### config.mk
export PLATFORM = sky130hd
export DESIGN_NAME = id_ex_stage_flat
export DESIGN_NICKNAME = d
export VERILOG_FILES = /design/src/rtl/id_ex_stage_if.sv /design/src/rtl/id_ex_stage.sv /design/src/flat_wrapper.sv
export SDC_FILE = /design/constraint.sdc
export NUM_CORES = 1
export LEC_CHECK = 0
export CORE_MARGIN = 8
export CORE_UTILIZATION = 37
export CTS_BUF_LIST = sky130_fd_sc_hd__clkbuf_8 sky130_fd_sc_hd__clkbuf_16
export DETAILED_ROUTE_END_ITERATION = 12
export PLACE_DENSITY = 0.81
export SLEW_MARGIN = 15
export SYNTH_ARGS = -nofsm -noshare
export SYNTH_HDL_FRONTEND = slang
export SYNTH_SLANG_ARGS = --single-unit
### constraint.sdc
create_clock -name clk -period 1.9 [get_ports clk]
set_input_delay 0.19 -clock clk [delete_from_list [all_inputs] [get_ports clk]]
set_output_delay 0.19 -clock clk [all_outputs]
set_load 0.05 [all_outputs]
### src/rtl/id_ex_stage_if.sv
// ID/EX pipeline boundary bundle: ID inputs, bypass sources, and the registered EX outputs.
interface id_ex_stage_if #(
  parameter int XLEN   = 32,
  parameter int CTRL_W = 16
);
  logic              stall;
  logic              flush;
  logic              id_valid;
  logic [XLEN-1:0]   id_pc;
  logic [XLEN-1:0]   id_imm;
  logic [4:0]        id_rs1;
  logic [4:0]        id_rs2;
  logic [4:0]        id_rd;
  logic [CTRL_W-1:0] id_ctrl;
  logic [XLEN-1:0]   rf_rdata1;
  logic [XLEN-1:0]   rf_rdata2;
  logic              mem_wen;
  logic [4:0]        mem_rd;
  logic [XLEN-1:0]   mem_data;
  logic              wb_wen;
  logic [4:0]        wb_rd;
  logic [XLEN-1:0]   wb_data;

  logic              ex_valid;
  logic [XLEN-1:0]   ex_pc;
  logic [XLEN-1:0]   ex_op1;
  logic [XLEN-1:0]   ex_op2;
  logic [XLEN-1:0]   ex_imm;
  logic [4:0]        ex_rs1;
  logic [4:0]        ex_rs2;
  logic [4:0]        ex_rd;
  logic [CTRL_W-1:0] ex_ctrl;
  logic              load_use_stall;
  logic [15:0]       bubble_cnt;

  modport slave (
    input  stall, flush, id_valid, id_pc, id_imm, id_rs1, id_rs2, id_rd, id_ctrl,
           rf_rdata1, rf_rdata2, mem_wen, mem_rd, mem_data, wb_wen, wb_rd, wb_data,
    output ex_valid, ex_pc, ex_op1, ex_op2, ex_imm, ex_rs1, ex_rs2, ex_rd, ex_ctrl,
           load_use_stall, bubble_cnt
  );

  modport master (
    output stall, flush, id_valid, id_pc, id_imm, id_rs1, id_rs2, id_rd, id_ctrl,
           rf_rdata1, rf_rdata2, mem_wen, mem_rd, mem_data, wb_wen, wb_rd, wb_data,
    input  ex_valid, ex_pc, ex_op1, ex_op2, ex_imm, ex_rs1, ex_rs2, ex_rd, ex_ctrl,
           load_use_stall, bubble_cnt
  );
endinterface

### src/rtl/id_ex_stage.sv
// ID/EX pipeline register with MEM/WB operand bypass, load-use hazard detection and
// a saturating bubble counter.
module id_ex_stage #(
  parameter int XLEN   = 32,
  parameter int CTRL_W = 16
) (
  input  logic         clk,
  input  logic         rst,
  id_ex_stage_if.slave bus
);

  logic              ex_valid_q;
  logic [XLEN-1:0]   ex_pc_q;
  logic [XLEN-1:0]   ex_op1_q;
  logic [XLEN-1:0]   ex_op2_q;
  logic [XLEN-1:0]   ex_imm_q;
  logic [4:0]        ex_rs1_q;
  logic [4:0]        ex_rs2_q;
  logic [4:0]        ex_rd_q;
  logic [CTRL_W-1:0] ex_ctrl_q;
  logic [15:0]       bubble_q;

  logic [XLEN-1:0]   op1_sel;
  logic [XLEN-1:0]   op2_sel;
  logic              lu_hazard;

  // MEM is the younger producer, so it is checked before WB; x0 never bypasses
  always_comb begin
    op1_sel = bus.rf_rdata1;
    if (bus.id_rs1 != 5'd0) begin
      if (bus.mem_wen && (bus.mem_rd == bus.id_rs1))
        op1_sel = bus.mem_data;
      else if (bus.wb_wen && (bus.wb_rd == bus.id_rs1))
        op1_sel = bus.wb_data;
    end
  end

  always_comb begin
    op2_sel = bus.rf_rdata2;
    if (bus.id_rs2 != 5'd0) begin
      if (bus.mem_wen && (bus.mem_rd == bus.id_rs2))
        op2_sel = bus.mem_data;
      else if (bus.wb_wen && (bus.wb_rd == bus.id_rs2))
        op2_sel = bus.wb_data;
    end
  end

  assign lu_hazard = ex_valid_q && ex_ctrl_q[0] && (ex_rd_q != 5'd0) && bus.id_valid &&
                     ((ex_rd_q == bus.id_rs1) || (ex_rd_q == bus.id_rs2));

  always_ff @(posedge clk or negedge rst) begin
    if (!rst) begin
      ex_valid_q <= 1'b0;
      ex_pc_q    <= '0;
      ex_op1_q   <= '0;
      ex_op2_q   <= '0;
      ex_imm_q   <= '0;
      ex_rs1_q   <= '0;
      ex_rs2_q   <= '0;
      ex_rd_q    <= '0;
      ex_ctrl_q  <= '0;
      bubble_q   <= '0;
    end else if (bus.flush) begin
      ex_valid_q <= 1'b0;
      ex_ctrl_q  <= '0;
    end else if (bus.stall) begin
      ex_valid_q <= ex_valid_q;
    end else if (lu_hazard) begin
      ex_valid_q <= 1'b0;
      ex_ctrl_q  <= '0;
      if (bubble_q != '1)
        bubble_q <= bubble_q + 16'd1;
    end else begin
      ex_valid_q <= bus.id_valid;
      ex_ctrl_q  <= bus.id_valid ? bus.id_ctrl : '0;
      ex_pc_q    <= bus.id_pc;
      ex_op1_q   <= op1_sel;
      ex_op2_q   <= op2_sel;
      ex_imm_q   <= bus.id_imm;
      ex_rs1_q   <= bus.id_rs1;
      ex_rs2_q   <= bus.id_rs2;
      ex_rd_q    <= bus.id_rd;
    end
  end

  assign bus.ex_valid       = ex_valid_q;
  assign bus.ex_pc          = ex_pc_q;
  assign bus.ex_op1         = ex_op1_q;
  assign bus.ex_op2         = ex_op2_q;
  assign bus.ex_imm         = ex_imm_q;
  assign bus.ex_rs1         = ex_rs1_q;
  assign bus.ex_rs2         = ex_rs2_q;
  assign bus.ex_rd          = ex_rd_q;
  assign bus.ex_ctrl        = ex_ctrl_q;
  assign bus.load_use_stall = lu_hazard;
  assign bus.bubble_cnt     = bubble_q;

endmodule

### src/flat_wrapper.sv
// flat-port wrapper written by rule: the top's interface ports become plain ports
module id_ex_stage_flat 
#(
  parameter int XLEN   = 32,
  parameter int CTRL_W = 16
)
  (clk, rst, bus_stall, bus_flush, bus_id_valid, bus_id_pc, bus_id_imm, bus_id_rs1, bus_id_rs2, bus_id_rd, bus_id_ctrl, bus_rf_rdata1, bus_rf_rdata2, bus_mem_wen, bus_mem_rd, bus_mem_data, bus_wb_wen, bus_wb_rd, bus_wb_data, bus_ex_valid, bus_ex_pc, bus_ex_op1, bus_ex_op2, bus_ex_imm, bus_ex_rs1, bus_ex_rs2, bus_ex_rd, bus_ex_ctrl, bus_load_use_stall, bus_bubble_cnt);
  id_ex_stage_if #(.XLEN(XLEN), .CTRL_W(CTRL_W)) bus_i ();
  input  logic clk;
  input  logic rst;
  input wire logic [$bits(bus_i.stall)-1:0] bus_stall;
  input wire logic [$bits(bus_i.flush)-1:0] bus_flush;
  input wire logic [$bits(bus_i.id_valid)-1:0] bus_id_valid;
  input wire logic [$bits(bus_i.id_pc)-1:0] bus_id_pc;
  input wire logic [$bits(bus_i.id_imm)-1:0] bus_id_imm;
  input wire logic [$bits(bus_i.id_rs1)-1:0] bus_id_rs1;
  input wire logic [$bits(bus_i.id_rs2)-1:0] bus_id_rs2;
  input wire logic [$bits(bus_i.id_rd)-1:0] bus_id_rd;
  input wire logic [$bits(bus_i.id_ctrl)-1:0] bus_id_ctrl;
  input wire logic [$bits(bus_i.rf_rdata1)-1:0] bus_rf_rdata1;
  input wire logic [$bits(bus_i.rf_rdata2)-1:0] bus_rf_rdata2;
  input wire logic [$bits(bus_i.mem_wen)-1:0] bus_mem_wen;
  input wire logic [$bits(bus_i.mem_rd)-1:0] bus_mem_rd;
  input wire logic [$bits(bus_i.mem_data)-1:0] bus_mem_data;
  input wire logic [$bits(bus_i.wb_wen)-1:0] bus_wb_wen;
  input wire logic [$bits(bus_i.wb_rd)-1:0] bus_wb_rd;
  input wire logic [$bits(bus_i.wb_data)-1:0] bus_wb_data;
  output wire logic [$bits(bus_i.ex_valid)-1:0] bus_ex_valid;
  output wire logic [$bits(bus_i.ex_pc)-1:0] bus_ex_pc;
  output wire logic [$bits(bus_i.ex_op1)-1:0] bus_ex_op1;
  output wire logic [$bits(bus_i.ex_op2)-1:0] bus_ex_op2;
  output wire logic [$bits(bus_i.ex_imm)-1:0] bus_ex_imm;
  output wire logic [$bits(bus_i.ex_rs1)-1:0] bus_ex_rs1;
  output wire logic [$bits(bus_i.ex_rs2)-1:0] bus_ex_rs2;
  output wire logic [$bits(bus_i.ex_rd)-1:0] bus_ex_rd;
  output wire logic [$bits(bus_i.ex_ctrl)-1:0] bus_ex_ctrl;
  output wire logic [$bits(bus_i.load_use_stall)-1:0] bus_load_use_stall;
  output wire logic [$bits(bus_i.bubble_cnt)-1:0] bus_bubble_cnt;
  assign bus_i.stall = bus_stall;
  assign bus_i.flush = bus_flush;
  assign bus_i.id_valid = bus_id_valid;
  assign bus_i.id_pc = bus_id_pc;
  assign bus_i.id_imm = bus_id_imm;
  assign bus_i.id_rs1 = bus_id_rs1;
  assign bus_i.id_rs2 = bus_id_rs2;
  assign bus_i.id_rd = bus_id_rd;
  assign bus_i.id_ctrl = bus_id_ctrl;
  assign bus_i.rf_rdata1 = bus_rf_rdata1;
  assign bus_i.rf_rdata2 = bus_rf_rdata2;
  assign bus_i.mem_wen = bus_mem_wen;
  assign bus_i.mem_rd = bus_mem_rd;
  assign bus_i.mem_data = bus_mem_data;
  assign bus_i.wb_wen = bus_wb_wen;
  assign bus_i.wb_rd = bus_wb_rd;
  assign bus_i.wb_data = bus_wb_data;
  assign bus_ex_valid = bus_i.ex_valid;
  assign bus_ex_pc = bus_i.ex_pc;
  assign bus_ex_op1 = bus_i.ex_op1;
  assign bus_ex_op2 = bus_i.ex_op2;
  assign bus_ex_imm = bus_i.ex_imm;
  assign bus_ex_rs1 = bus_i.ex_rs1;
  assign bus_ex_rs2 = bus_i.ex_rs2;
  assign bus_ex_rd = bus_i.ex_rd;
  assign bus_ex_ctrl = bus_i.ex_ctrl;
  assign bus_load_use_stall = bus_i.load_use_stall;
  assign bus_bubble_cnt = bus_i.bubble_cnt;
  id_ex_stage #(.XLEN(XLEN), .CTRL_W(CTRL_W)) u_core (.clk(clk), .rst(rst), .bus(bus_i));
endmodule
==> results of run 1 <==
layout make-up:
type,count,area share
inverters,1,0.000245
clock buffers,17,0.0278
multi-input cells,658,0.275
repair buffers,530,0.371
well taps,285,0.0233
flip-flops and latches,176,0.288
diodes,6,0.000980
clock inverters,15,0.0132
worst min-delay path, stage by stage:
cell            delay, ns
dlymetal6s2s_1       0.19
nand2_1              0.09
nand2_1              0.04
what timing repair did:
action,CTS,global route
gates cloned,6,14
pin swaps,20,66
hold buffers,1,0
resized for setup,85,131
endpoints found under the setup margin,188,198
endpoints found under the hold margin,26,0
setup buffers,9,11
per-stage QoR:
step                      setup slack (ns)  area [µm²]  setup TNS [ns]  hold WS (ns)   util
after floorplan                     -0.183        8570          -22.51        -0.106      -
after global placement              -0.553       13500          -68.69        0.0954  0.600
after detailed placement            -0.621       13500          -80.44        0.0976  0.600
after CTS                           -0.225       14600          -23.46         0.191  0.646
after global routing                -0.338       15300          -44.66         0.149  0.678
final                               -0.251       15300          -29.34         0.127  0.678
registers in the layout, summed over array words and instances, names as in the netlist:
name,cells
u_core.bus.bubble_cnt,16
u_core.bus.ex_ctrl,16
u_core.bus.ex_imm,32
u_core.bus.ex_op1,32
u_core.bus.ex_op2,32
u_core.bus.ex_pc,32
u_core.bus.ex_rd,5
u_core.bus.ex_rs1,5
u_core.bus.ex_rs2,5
u_core.bus.ex_valid,1
kinds of logic after synthesis:
| logic type | synth area share |
|---|---|
| and+or+nand+nor | 0.199 |
| DFF | 0.518 |
| AOI/OAI and AO/OA | 0.113 |
| muxes | 0.0789 |
| buffers and inverters | 0.0433 |
| xor gates and xnor gates | 0.0464 |
| adders and majority gates | 0.00147 |
worst max path at each step:
stage	to	startpoint	cells after the start	slack (ns)
3_3_place_gp	u_core.bus.ex_op2[31]	bus_id_rs2[0]	9	-0.55
6_report	u_core.bus.ex_imm[7]	u_core.bus.ex_rd[3]	9	-0.25
5_1_grt	u_core.bus.ex_imm[1]	u_core.bus.ex_rd[3]	9	-0.34
2_1_floorplan	u_core.bus.ex_imm[0]	u_core.bus.ex_rd[0]	8	-0.18
4_1_cts	bus_load_use_stall	u_core.bus.ex_rd[0]	4	-0.23
3_5_place_dp	u_core.bus.ex_op2[21]	bus_id_rs2[3]	9	-0.62
layout by cell type, fill, tap and decap left out, types with 16 or more instances in the layout:
| cell type | instances |
|---|---|
| o31ai_1 | 31 |
| dfrtp_1 | 169 |
| buf_12 | 26 |
| a22o_1 | 16 |
| clkbuf_16 | 26 |
| mux2_2 | 31 |
| mux2i_1 | 30 |
| nand2_1 | 238 |
| nand2_4 | 16 |
| or3_1 | 32 |
| xnor2_1 | 18 |
| nand2_2 | 53 |
| buf_4 | 63 |
| xor2_1 | 27 |
| o21ai_1 | 62 |
| clkdlybuf4s50_1 | 393 |
| o21ai_2 | 25 |
| buf_6 | 16 |
layer usage:
layer / GRT usage / vias to the layer above / routed length [µm] / share of wire
met5: 0 / - / 0 / 0
met4: 0.115 / 0 / 1510 / 0.041
met2: 0.415 / 402 / 19200 / 0.52
met1: 0.268 / 4319 / 13800 / 0.37
li1: - / 4029 / - / -
met3: 0.0630 / 92 / 2590 / 0.070
power by group:
part           switching, µW  internal [µW]
logic                   2570           1710
clock network           1850           1940
registers                290           4160
==> metrics.txt, run 1 <==
first-pass GRT wire length=52.4 mm; chip width=168 µm; Power Total=12500 µW; worst reg2reg path endpoint=u_core.bus.ex_imm[7]; r2r startpoint=u_core.bus.ex_rd[3]; fraction of layout cells with a size suffix above 1=0.228; status=finished, violations left; worst path bufs/invs=4; Critical Path Max Stage Delay=0.56 ns; Post-Place Cells=1611; Placeable Area=0.0226 mm²; CTS tree=done; CP Max Fanout=7; routed len/inst=22.0 µm; Clock Sink Count=176; die height=168 µm; largest net degree at the start of global routing=65; Hold Path End=u_core.bus.ex_rs2[1]; CP required=2.27 ns; Yosys cell types=46; TritonCTS Buffers=17; number of global-route vias before repair=9043; mapped cell area=0.00850 mm²; dominant synthesized flop cell=dfrtp_1; CTS root buf=clkbuf_16; setup slack, reg-to-reg=-0.25 ns; Starting Density=0.377; register area=0.00441 mm²; top post-synthesis cells by area=dfrtp_1 (52%), nand2_1 (14%), mux2_2 (4.2%); critical setup path kind=reg -> reg; P&R area growth vs syn=80.2%; VDD IR-drop max=499 µV; Syn Nets=1134; leakage power figure=0.00671 µW; Slew headroom=0.553; DP HPWL=25.7 mm; clk slew on worst S/H paths=0.08 ns; Fmax=465 MHz; clk_skew=0.0175 ns; post-synth top area share=0.518; H-tree levels=4; Yosys warnings=0; GPL Wtd Cong=0.878; depth of the most critical reg-to-reg path=9; vias per cell=5.24; CP cell instances=or4_4, o2111ai_4, buf_12, o21a_4, buf_12, buf_12, clkbuf_16, nand2_1, nand2_1; initial antenna violation count=6; Setup crit start kind=flip-flop; Non-Filler Instances=1688; Max Buffers Root-to-Sink=2; Vias=8842; # rows=55; asr flop ratio synth=1.00; CP most frequent cell=buf_12; worst slew pin tran=0.667 ns; Hold Crit Depth=3; gr usage total=0.238; RSZ-0062 raised after global routing=true; Cell Pwr Density=817 mW/mm²; clk_lat worst skew=0.44 ns; drt total wl=37.1 mm; Final Slew Violations=0; Hold Path Class=in -> reg; # fillers=1635; global route overflow=0; slowest cell on the critical path=or4_4; number of top-level pins=417; Synth Register Bits=176; Multi-input gate area=0.00422 mm²; final setup violation count=181; WP data arrival=2.52 ns; post-detailed-route count of antenna-violating nets=0; post-synthesis instance total=893; Worst path top cell family by delay=simple AND/OR/NAND/NOR gates; initial DRC count=722; crit share post-route=1.13; Hold Crit Start=bus_id_rs2[1]; sequential-to-total area share from yosys stat=0.518; EDFF count, synth=0; post-synth top area cell=dfrtp_1; Final Net Count=1625; top-count cell post-synth=nand2_1; MaxCap Viol Count=0; die area=0.0281 mm²; IO Port Bufs=416; synth cell count leaders=nand2_1 (307), dfrtp_1 (176), o21ai_0 (55); shortest period the worst path allows=2.15 ns; Hold Vio Cnt, Final=0; syn avg cell area=9.52 µm²; failing checks=setup timing; setup ws final=-0.251 ns; detailed-route DRC error count=0; drt pass-1 iters=5; Worst Setup End Kind=flip-flop
Note: power is estimated with default switching activity, not from simulation.
==> inputs of run 2 (changes only) <==
--- a/config.mk
+++ b/config.mk
@@ -5,7 +5,7 @@
 export SDC_FILE = /design/constraint.sdc
 export NUM_CORES = 1
 export LEC_CHECK = 0
-export CORE_MARGIN = 8
+export CORE_MARGIN = 5
 export CORE_UTILIZATION = 37
 export CTS_BUF_LIST = sky130_fd_sc_hd__clkbuf_8 sky130_fd_sc_hd__clkbuf_16
 export DETAILED_ROUTE_END_ITERATION = 12
==> metrics.txt, run 2 (synthesis results as in run 1) <==
CTS tree=done; Fmax=467 MHz (+0.39%); gr usage total=0.239 (+0.00106); worst path bufs/invs=4 (unchanged); CTS root buf=clkbuf_16; CP Max Fanout=7 (unchanged); setup slack, reg-to-reg=-0.24 ns (about the same); setup ws final=-0.243 ns (+0.00836 ns); leakage power figure=0.00705 µW (+5.2%); drt total wl=36.0 mm (-3.1%); global route overflow=0 (unchanged); chip width=162 µm (-3.6%); depth of the most critical reg-to-reg path=9 (unchanged); initial DRC count=596 (-17%); RSZ-0062 raised after global routing=true; failing checks=setup timing; Worst path top cell family by delay=simple AND/OR/NAND/NOR gates; H-tree levels=4 (unchanged); Post-Place Cells=1606 (-0.31%); Placeable Area=0.0226 mm² (+0.31%); fraction of layout cells with a size suffix above 1=0.233 (+0.00539); Clock Sink Count=176 (unchanged); post-detailed-route count of antenna-violating nets=0 (unchanged); DP HPWL=23.9 mm (-6.9%); most frequent cells in the layout=clkdlybuf4s50_1 (381), nand2_1 (231), dfrtp_1 (169), o21ai_1 (64), buf_4 (59); final setup violation count=179 (-1.1%); worst slew pin tran=1.12 ns (+0.449 ns); worst reg2reg path endpoint=u_core.bus.ex_rs2[3]; Max Buffers Root-to-Sink=2 (unchanged); Cell Pwr Density=799 mW/mm² (-2.2%); number of global-route vias before repair=8578 (-5.1%); MaxCap Viol Count=0 (unchanged); routed len/inst=21.3 µm (-3.0%); Power Total=12400 µW (-1.3%); Starting Density=0.375 (-0.00114); # fillers=1609 (-1.6%); crit path from=u_core.bus.ex_rd[3]; shortest period the worst path allows=2.14 ns (-0.00836 ns); number of top-level pins=417 (unchanged); critical setup path kind=reg -> reg; clk slew on worst S/H paths=0.08 ns (about the same); VDD IR-drop max=723 µV (+45%); clk_skew=0.0141 ns (-0.00334 ns); clk_lat worst skew=0.43 ns (about the same); Final Net Count=1627 (+0.12%); Critical Path Stages=9 (unchanged); P&R area growth vs syn=81.8%; Vias=8800 (-0.48%); die area=0.0261 mm² (-7.0%); slowest cell on the critical path=or4_4; status=finished, violations left; TritonCTS Buffers=17 (unchanged); IO Port Bufs=416 (unchanged); # rows=55 (unchanged); most common cell after layout, fill and taps aside=clkdlybuf4s50_1; Setup crit start kind=flip-flop; detailed-route DRC error count=0 (unchanged); Hold Path Class=in -> reg; vias per cell=5.22 (-0.30%); initial antenna violation count=1 (-5); Min Hold Slack=0.191 ns (+0.0633 ns); CP required=2.26 ns (about the same); Worst Setup End Kind=flip-flop; Hold Vio Cnt, Final=0 (unchanged); CP cell instances=or4_4, o2111ai_4, buf_6, o21a_4, buf_6, clkbuf_16, buf_8, nand2_2, nand2_2; Final Slew Violations=0 (unchanged); crit share post-route=1.13 (-0.00440); largest net degree at the start of global routing=64 (-1.5%); GPL Wtd Cong=0.925 (+5.4%); first-pass GRT wire length=49.2 mm (-6.1%); WP data arrival=2.50 ns (-0.02 ns); Critical Path Max Stage Delay=0.54 ns (-0.02 ns); CP Capture Point=u_core.bus.ex_rs2[3]; drt pass-1 iters=5 (unchanged); r2r startpoint=u_core.bus.ex_rd[3]; Non-Filler Instances=1685 (-0.18%); Slew headroom=0.254 (-0.299); die height=162 µm (-3.6%)
run 2: cell type report:
type                            instances  area [µm²]  area share
Sequential cell                       176        4410       0.285
Timing Repair Buffer                  532        5840       0.378
Clock inverter                         15         178      0.0115
Antenna cell                            1        2.50    0.000162
Tap cell                              285         357      0.0231
Multi-Input combinational cell        658        4240       0.274
Inverter                                1        3.75    0.000243
Clock buffer                           17         425      0.0275
run 2: stage by stage:
step | utilization | setup slack (ns) | setup TNS, ns | instance area [µm²]
after floorplan | - | -0.183 | -22.51 | 8570
after detailed placement | 0.596 | -0.543 | -77.12 | 13500
final | 0.683 | -0.243 | -33.04 | 15500
after global placement | 0.596 | -0.501 | -72.55 | 13500
after global routing | 0.683 | -0.318 | -46.81 | 15500
after CTS | 0.636 | -0.243 | -29.68 | 14400
run 2: what timing repair did:
action | in CTS | in global routing
resized for setup | 51 | 189
setup endpoints to repair | 184 | 196
setup buffers | 9 | 10
pin swaps | 14 | 90
hold endpoints to repair | 45 | 0
hold buffers | 1 | 0
gates cloned | 6 | 21
run 2: worst min-delay path, delay by kind of cell:
kind	cells	cell delay, ns
buffers and inverters	2	0.30
and+or+nand+nor	2	0.10
run 2: routing by layer:
layer | share of wire | GRT usage | vias up
met3 | 0.072 | 0.0452 | 67
met5 | 0 | 0 | -
met4 | 0.032 | 0.0884 | 0
met1 | 0.39 | 0.298 | 4289
met2 | 0.50 | 0.415 | 411
li1 | - | - | 4033
run 2: how the worst min path moves through the flow:
stage,start,to,slack (ns),cells past startpoint
final,bus_id_rs2[4],u_core.bus.ex_rs2[4],0.19,4
after global routing,bus_id_rs2[0],u_core.bus.ex_rs2[0],0.19,4
after CTS,bus_id_imm[29],u_core.bus.ex_imm[29],0.26,3
after detailed placement,rst,u_core.bus.ex_pc[14],0.18,1
after global placement,rst,u_core.bus.ex_pc[0],0.17,1
after floorplan,rst,u_core.bus.bubble_cnt[0],-0.11,0
run 2: report_power, final:
group / switching, µW / leakage [µW] / internal, µW
registers: 301 / 0.00221 / 4160
clock network: 1830 / 0.000291 / 1800
logic: 2540 / 0.00455 / 1730
total: 4670 / 0.00705 / 7680
==> inputs of run 3 (changes only) <==
--- a/config.mk
+++ b/config.mk
@@ -6,10 +6,10 @@
 export NUM_CORES = 1
 export LEC_CHECK = 0
 export CORE_MARGIN = 5
-export CORE_UTILIZATION = 37
+export CORE_UTILIZATION = 35
 export CTS_BUF_LIST = sky130_fd_sc_hd__clkbuf_8 sky130_fd_sc_hd__clkbuf_16
 export DETAILED_ROUTE_END_ITERATION = 12
-export PLACE_DENSITY = 0.81
+export PLACE_DENSITY = 0.78
 export SLEW_MARGIN = 15
 export SYNTH_ARGS = -nofsm -noshare
 export SYNTH_HDL_FRONTEND = slang
==> metrics.txt, run 3 (synthesis results as in run 1) <==
Cell Pwr Density=819 mW/mm² (+2.4%); Worst Setup End Kind=flip-flop; # fillers=1942 (+21%); most frequent cells in the layout=clkdlybuf4s50_1 (382), nand2_1 (254), dfrtp_1 (169), o21ai_1 (66), buf_4 (55); CTS root buf=clkbuf_16; global route overflow=0 (unchanged); chip width=166 µm (+2.6%); P&R area growth vs syn=78.2%; Starting Density=0.353 (-0.0228); IO Port Bufs=416 (unchanged); DP HPWL=24.0 mm (+0.25%); Max Buffers Root-to-Sink=2 (unchanged); TritonCTS Buffers=17 (unchanged); crit share post-route=1.15 (+0.0185); final setup violation count=174 (-2.8%); setup ws final=-0.278 ns (-0.0351 ns); worst slew pin tran=1.12 ns (-0.000543 ns); largest net degree at the start of global routing=61 (-4.7%); status=finished, violations left; CP required=2.24 ns (-0.02 ns); Final Net Count=1622 (-0.31%); Fmax=459 MHz (-1.6%); leakage power figure=0.00685 µW (-2.9%); number of global-route vias before repair=8641 (+0.73%); Power Total=12400 µW (+0.39%); Hold Vio Cnt, Final=0 (unchanged); Final Slew Violations=0 (unchanged); register area=0.00441 mm² (unchanged); clk_lat worst skew=0.43 ns (about the same); number of top-level pins=417 (unchanged); Clock Sink Count=176 (unchanged); RSZ-0062 raised after global routing=true; vias per cell=5.08 (-2.8%); shortest period the worst path allows=2.18 ns (+0.0351 ns); Setup crit start kind=flip-flop; CTS tree=done; post-detailed-route count of antenna-violating nets=0 (unchanged); met3 WL=2.01 mm (-22%); clk_skew=0.0167 ns (+0.00257 ns); Highest Signal Layer=met4; detailed-route DRC error count=0 (unchanged); Hold Path Class=in -> reg; drt pass-1 iters=5 (unchanged); H-tree levels=4 (unchanged); WL met2=17.9 mm (-0.67%); routed len/inst=20.1 µm (-5.7%); gr usage total=0.222 (-0.0176); Vias=8729 (-0.81%); clk slew on worst S/H paths=0.08 ns (about the same); Multi-input gate area=0.00405 mm² (-4.4%); initial DRC count=709 (+19%); die height=166 µm (+2.6%); Post-Place Cells=1654 (+3.0%); critical setup path kind=reg -> reg; Non-Filler Instances=1720 (+2.1%); # rows=57 (+3.6%); Slew headroom=0.255 (+0.000362); most common cell after layout, fill and taps aside=clkdlybuf4s50_1; failing checks=setup timing; M1 WL=13.7 mm (-3.0%); drt total wl=34.6 mm (-3.8%); initial antenna violation count=2 (+1); GPL Wtd Cong=0.964 (+4.2%); VDD IR-drop max=598 µV (-17%); WP data arrival=2.51 ns (about the same); first-pass GRT wire length=49.1 mm (-0.39%); CP Max Fanout=9 (+2); die area=0.0275 mm² (+5.4%); Placeable Area=0.0241 mm² (+6.5%); fraction of layout cells with a size suffix above 1=0.196 (-0.0372); MaxCap Viol Count=0 (unchanged)
==> run 3: changes by cell type in the layout (fill, tap and decap cells not counted), sizes merged, moves of 2 or more <==
cell          previous run  this run
dlymetal6s2s            22        18
inv                     10         8
bufinv                   0         2
dlygate4sd2              5         8
bufbuf                   3         0
clkbuf                  32        28
==> run 3: critical path, stage by stage, from the launching register on <==
cell	delay (ns)
dfrtp_2	0.41
or4_4	0.56
o2111ai_4	0.22
buf_6	0.17
o21a_4	0.19
buf_12	0.14
clkbuf_16	0.17
o21ai_2	0.06
o21ai_1	0.16
==> run 3: routing by layer <==
layer | track usage | vias up
li1 | - | 4012
met4 | 0.0660 | 0
met5 | 0 | -
met2 | 0.394 | 381
met1 | 0.271 | 4275
met3 | 0.0478 | 61
==> run 3: repair_timing <==
action,in CTS,in global routing
gates resized for setup,15,152
hold buffers,1,0
hold endpoints to repair,44,0
setup endpoints to repair,184,188
cloned,2,13
pin swaps,3,100
buffers inserted,5,13
==> run 3: area by class of cell <==
class                           instances  share of cell area
Clock inverter                         15              0.0143
Clock buffer                           17              0.0281
Inverter                                1            0.000248
Multi-Input combinational cell        659               0.267
Sequential cell                       176               0.291
Antenna cell                            2            0.000330
Tap cell                              324              0.0268
Timing Repair Buffer                  526               0.371
==> run 3: worst paths after layout <==
check	slack [ns]	endpoint	cells after the start	start
max in group asynchronous	0.88	u_core.bus.bubble_cnt[0]	3	rst
worst min register to register	0.47	u_core.bus.ex_imm[29]	2	u_core.bus.ex_imm[29]
worst min-delay path	0.10	u_core.bus.ex_rs2[4]	3	bus_id_rs2[4]
min in group asynchronous	0.28	u_core.bus.ex_pc[31]	2	rst
worst max-delay path	-0.28	u_core.bus.ex_op1[17]	8	u_core.bus.ex_rd[0]
worst max register to register	-0.28	u_core.bus.ex_op1[17]	8	u_core.bus.ex_rd[0]
==> run 3: where the power goes <==
| group | leakage, µW | switching (µW) | internal, µW |
|---|---|---|---|
| sequential | 0.00221 | 253 | 4160 |
| clock | 0.000313 | 1800 | 2050 |
| combinational | 0.00432 | 2500 | 1650 |
==> run 3: through the flow <==
step / setup TNS (ns) / utilization / worst slack, ns / hold WS, ns / cell area [µm²]
floorplan: -22.51 / - / -0.183 / -0.106 / 8570
global placement: -69.26 / 0.564 / -0.483 / 0.179 / 13600
detailed placement: -73.66 / 0.564 / -0.554 / 0.181 / 13600
CTS: -29.85 / 0.594 / -0.264 / 0.267 / 14300
global route: -44.36 / 0.628 / -0.331 / 0.126 / 15100
finish: -29.17 / 0.628 / -0.278 / 0.103 / 15100
==> variant 1, RTL diff (config.mk and constraints of run 2) <==
Make the reset (`rst`) synchronous in one clocked block.
--- a/src/rtl/id_ex_stage.sv
+++ b/src/rtl/id_ex_stage.sv
@@ -50,3 +50,3 @@
 
-  always_ff @(posedge clk or negedge rst) begin
+  always_ff @(posedge clk) begin
     if (!rst) begin
Behaviour: differs if rst is asserted again (counterexample within 4 cycles, from zero or initial values and one cycle with rst low); with rst held inactive, the same outputs for 4 cycles.
==> variant 1 against run 2 <==
The flow still finishes with violations (setup timing); largest power group unchanged; sequential cell count unchanged; largest cell class unchanged; design area is 8.3% lower; wire length is 0.66% lower; clock skew grew 0.0019 ns; power shrank 18%; worst setup slack got worse by 0.054 ns; critical path type unchanged; area after synthesis shrank 12%; maximum frequency decreased by 2.5%.
==> variant 1: results (changes against run 2) <==
Parameter                              Value

Status
  Status    finished with violations
  Violated checks    setup timing

Synthesis
  Xor and xnor area share after synthesis    3.52% (-1.1 points)
  Top flip-flop cell by instance count after synthesis    sky130_fd_sc_hd__dfxtp_1
  Synthesized net count    1118 (-1.4%)
  Most common library cells after synthesis    sky130_fd_sc_hd__nand2_1 (186), sky130_fd_sc_hd__dfxtp_1 (176), sky130_fd_sc_hd__a21oi_1 (154)
  Cell variety after synth    43 (-6.5%)

Worst setup path
  Crit Reg-Reg Endpoint    u_core.bus.ex_op1[3]
  Reg-to-reg startpoint    u_core.bus.ex_rd[0]
  Critical path's top delay family    compound AO/OA/AOI/OAI gates
  Reg2Reg Depth    8 (-1)

Placement
  Post-placement setup slack    -0.673 ns (-0.130 ns)
  Post-detailed-placement half-perimeter wirelength    24400 um (+1.9%)

Power
  Maximum vdd drop    0.000555 V (-23%)
  Leakage power summed over all cells    5.34 nW (-24%)

Drt
  Number of violations reported at the end of detailed-routing iteration 0    789 (+32%)
  Number of vias per cell after detailed routing    5.63 (+7.7%)
  Met2 WL    17900 um (-0.50%)

Timing
  Worst Skew    0.0161 ns (+0.00194 ns)
  Worst setup slack after layout    -0.297 ns (-0.0543 ns)
  Setup violation total in the final timing report    166 (-7.3%)
  Worst slew margin relative to its limit    57.1% (+32 points)
  Final hold slack    0.172 ns (-0.0186 ns)

Global route
  GR Util met3    7.88% (+3.4 points)
  Number of global-route vias before repair    9048 (+5.5%)
  Grt met2 use    47.6% (+6.1 points)

Hold path
  Cell count of the worst hold path    3 (-1)
variant 1: area by class of cell:
class | instances | share of cell area [%]
clock buffers | 17 | 3.00
clock inverters | 14 | 1.10
diodes | 5 | 0.0883
inverters | 2 | 0.0530
multi-input cells | 621 | 27.7
well taps | 270 | 2.38
flip-flops and latches | 176 | 25.1
repair buffers | 541 | 40.5
variant 1: repair_timing:
action / 4_1_cts / 5_1_grt
setup buffers: 12 / 4
endpoints found under the setup margin: 180 / 181
gates resized for setup: 61 / 81
pin swaps: 17 / 12
gates cloned: 8 / 6
hold buffers: 0 / 0
variant 1: where the power goes:
group,leakage [nW],internal (mW),switching (mW)
Combinational,3.61,1.19,1.38
Sequential,1.45,3.86,0.108
Clock,0.284,1.96,1.62
variant 1: cell families after synthesis:
kind of cell | count (synthesis)
adder cells (fa/ha/maj) | 1
buffers and inverters | 80
AND/OR/NAND/NOR | 266
multiplexers | 5
flip-flops | 176
XOR/XNOR | 30
AO/OA/AOI/OAI | 319
==> variant 2, RTL diff (config.mk and constraints of run 2) <==
Made on the original files. `CTRL_W` is set to 16 in 3 places; all go to 20.
--- a/src/rtl/id_ex_stage_if.sv
+++ b/src/rtl/id_ex_stage_if.sv
@@ -3,3 +3,3 @@
   parameter int XLEN   = 32,
-  parameter int CTRL_W = 16
+  parameter int CTRL_W = 20
 );
--- a/src/rtl/id_ex_stage.sv
+++ b/src/rtl/id_ex_stage.sv
@@ -4,3 +4,3 @@
   parameter int XLEN   = 32,
-  parameter int CTRL_W = 16
+  parameter int CTRL_W = 20
 ) (
--- a/src/flat_wrapper.sv
+++ b/src/flat_wrapper.sv
@@ -4,3 +4,3 @@
   parameter int XLEN   = 32,
-  parameter int CTRL_W = 16
+  parameter int CTRL_W = 20
 )
Ports: changed (resized bus_ex_ctrl and bus_id_ctrl); port bits go from 417 to 425. No check against the original RTL was run, so the function may have changed too.
==> variant 2 against run 2 <==
The run still ends with setup timing left; count of clock-buffer cells in the layout is the same; area after synthesis grew 0.78%; sequential cell count grew 4; worst setup slack lost 0.087 ns; wire length grew 7.1%; non-clock buffer count grew 11; global-route usage grew 3.2 points; first-iteration DRC count is the same; power grew 6.0%; design area grew 4.5%; via count grew 0.17%; final cell count shrank 6.6%; critical path type unchanged; largest cell class unchanged; highest routed layer unchanged.
==> variant 2: results (changes against run 2) <==
Parameter                              Value

Worst setup path
  Largest fanout on the critical path    10 (+3)
  Reg2Reg Depth    7 (-2)
  Data arrival time of the worst path    2.57 ns (+0.07 ns)
  Slowest CP cell    sky130_fd_sc_hd__or4_4
  Critical path's top delay family    compound AO/OA/AOI/OAI gates

Final layout
  Number of inserted filler cells in the final layout    1445 (-10%)
  Comb_multi_in    531 (-19%)
  Sequential cell count    180 (+2.3%)
  Fraction of standard cell area in multi-input logic    30.3% (+2.9 points)
  Post-Layout Cell Count    1574 (-6.6%)
  Non-clk invs    2 (+1)
  Fraction of layout instances using a drive strength above 1    30.8% (+7.5 points)
  Non-clock buffers, area share    35.7% (-2.1 points)
  Final std cell area, no fill    16200 um^2 (+4.5%)
  Non-clock buffer count in the final layout    543 (+2.1%)
  Register area    4520 um^2 (+2.5%)

Placement
  Total cell area at the placement stage    14000 um^2 (+3.7%)
  GP Congestion    0.893 (-3.5%)
  Post-detailed-placement half-perimeter wirelength    25800 um (+7.8%)
  I/O Buffers    424 (+1.9%)
  Post-placement setup slack    -0.754 ns (-0.212 ns)

Timing
  Worst slew margin relative to its limit    59.3% (+34 points)
  Worst Skew    0.0173 ns (+0.00320 ns)
  Worst setup slack after layout    -0.330 ns (-0.0873 ns)
  Summed negative setup slack over all endpoints    -39.43 ns (-6.39 ns)
  Setup violation total in the final timing report    182 (+1.7%)

Global route
  Maximum number of pins on one net before global-route repair    50 (-22%)
  Aggregate global-route resource usage    27.2% (+3.2 points)
  Number of antenna violations at the first check in global routing    1 (unchanged)
  Wire length of the first global-routing pass    55800 um (+13%)
  Number of global-route vias before repair    9663 (+13%)

Synthesis
  Sequential cell area fraction in the yosys report    52.6% (+0.77 points)
  Number of warnings issued by yosys    0 (unchanged)
  Synthesized net count    1018 (-10%)
  Post-synthesis share of cell area spent on full adders, half adders and majority gates    0.146% (-0.0011 points)
  Fraction of the mapped netlist area in compound gates    13.8% (+2.5 points)
  Cell count after synthesis    773 (-13%)
  Most common library cells after synthesis    sky130_fd_sc_hd__dfrtp_1 (180), sky130_fd_sc_hd__o31ai_1 (128), sky130_fd_sc_hd__mux2_2 (80)
  Xor and xnor area share after synthesis    4.60% (-0.036 points)
  Top post-synthesis cells by area    sky130_fd_sc_hd__dfrtp_1 (53%), sky130_fd_sc_hd__o31ai_1 (11%), sky130_fd_sc_hd__mux2_2 (11%), sky130_fd_sc_hd__or3_1 (4.7%), sky130_fd_sc_hd__xor2_1 (4.1%)
  Multiplexer fraction of the synthesized cell area    10.5% (+2.6 points)
  Cell variety after synth    38 (-17%)

Hold path
  Min-delay worst type    primary input to asynchronous set/reset pin

Power
  Leakage power summed over all cells    6.79 nW (-3.8%)
  Maximum vdd drop    0.000571 V (-21%)

Status
  Violated checks    setup timing
  Status    finished with violations

Drt
  1st-pass router iterations    8 (+3)
  Routed Wire Length    38500 um (+7.1%)
  Number of vias per cell after detailed routing    5.60 (+7.2%)

Clocking
  Number of cells upsized or downsized after cts    144 (+180%)
  Setup fix buffers added after clock tree synthesis    11 (+2)
==> variant 2: cell count changes after synthesis, moves of 15 or more <==
cell / before / now
sky130_fd_sc_hd__mux2i_1: 31 / 0
sky130_fd_sc_hd__nor2_1: 10 / 74
sky130_fd_sc_hd__nand2_1: 307 / 69
sky130_fd_sc_hd__o31ai_1: 31 / 128
sky130_fd_sc_hd__o21ai_0: 55 / 0
sky130_fd_sc_hd__or3_1: 32 / 64
sky130_fd_sc_hd__mux2_2: 32 / 80
sky130_fd_sc_hd__o21ai_1: 43 / 0
sky130_fd_sc_hd__clkbuf_1: 20 / 35
==> variant 2: power by group <==
group	total, mW	leakage, nW	internal, mW	switching (mW)
combinational	4.83	4.29	2.02	2.81
sequential	4.63	2.20	4.29	0.346
clock	3.64	0.295	1.79	1.84
==> variant 2: path summary, 6_finish.rpt <==
check                                          start                   endpoint  slack (ns)
max                              u_core.bus.ex_rd[4]      u_core.bus.ex_op2[19]       -0.33
max in group asynchronous                        rst       u_core.bus.ex_op2[9]        0.94
min reg2reg                u_core.bus.bubble_cnt[15]  u_core.bus.bubble_cnt[15]        0.49
max reg2reg                      u_core.bus.ex_rd[4]      u_core.bus.ex_op2[19]       -0.33
min                                              rst       u_core.bus.ex_rs1[4]        0.29
min in group clk                       bus_id_rs2[2]       u_core.bus.ex_rs2[2]        0.30
==> variant 2: layer usage <==
| layer | up-vias | wire [um] | track usage [%] |
|---|---|---|---|
| met5 | - | 0 | 0 |
| met4 | 0 | 1690 | 11.4 |
| met3 | 116 | 3190 | 7.41 |
| met2 | 501 | 19900 | 48.3 |
| met1 | 4369 | 13700 | 30.9 |
| li1 | 3829 | - | - |
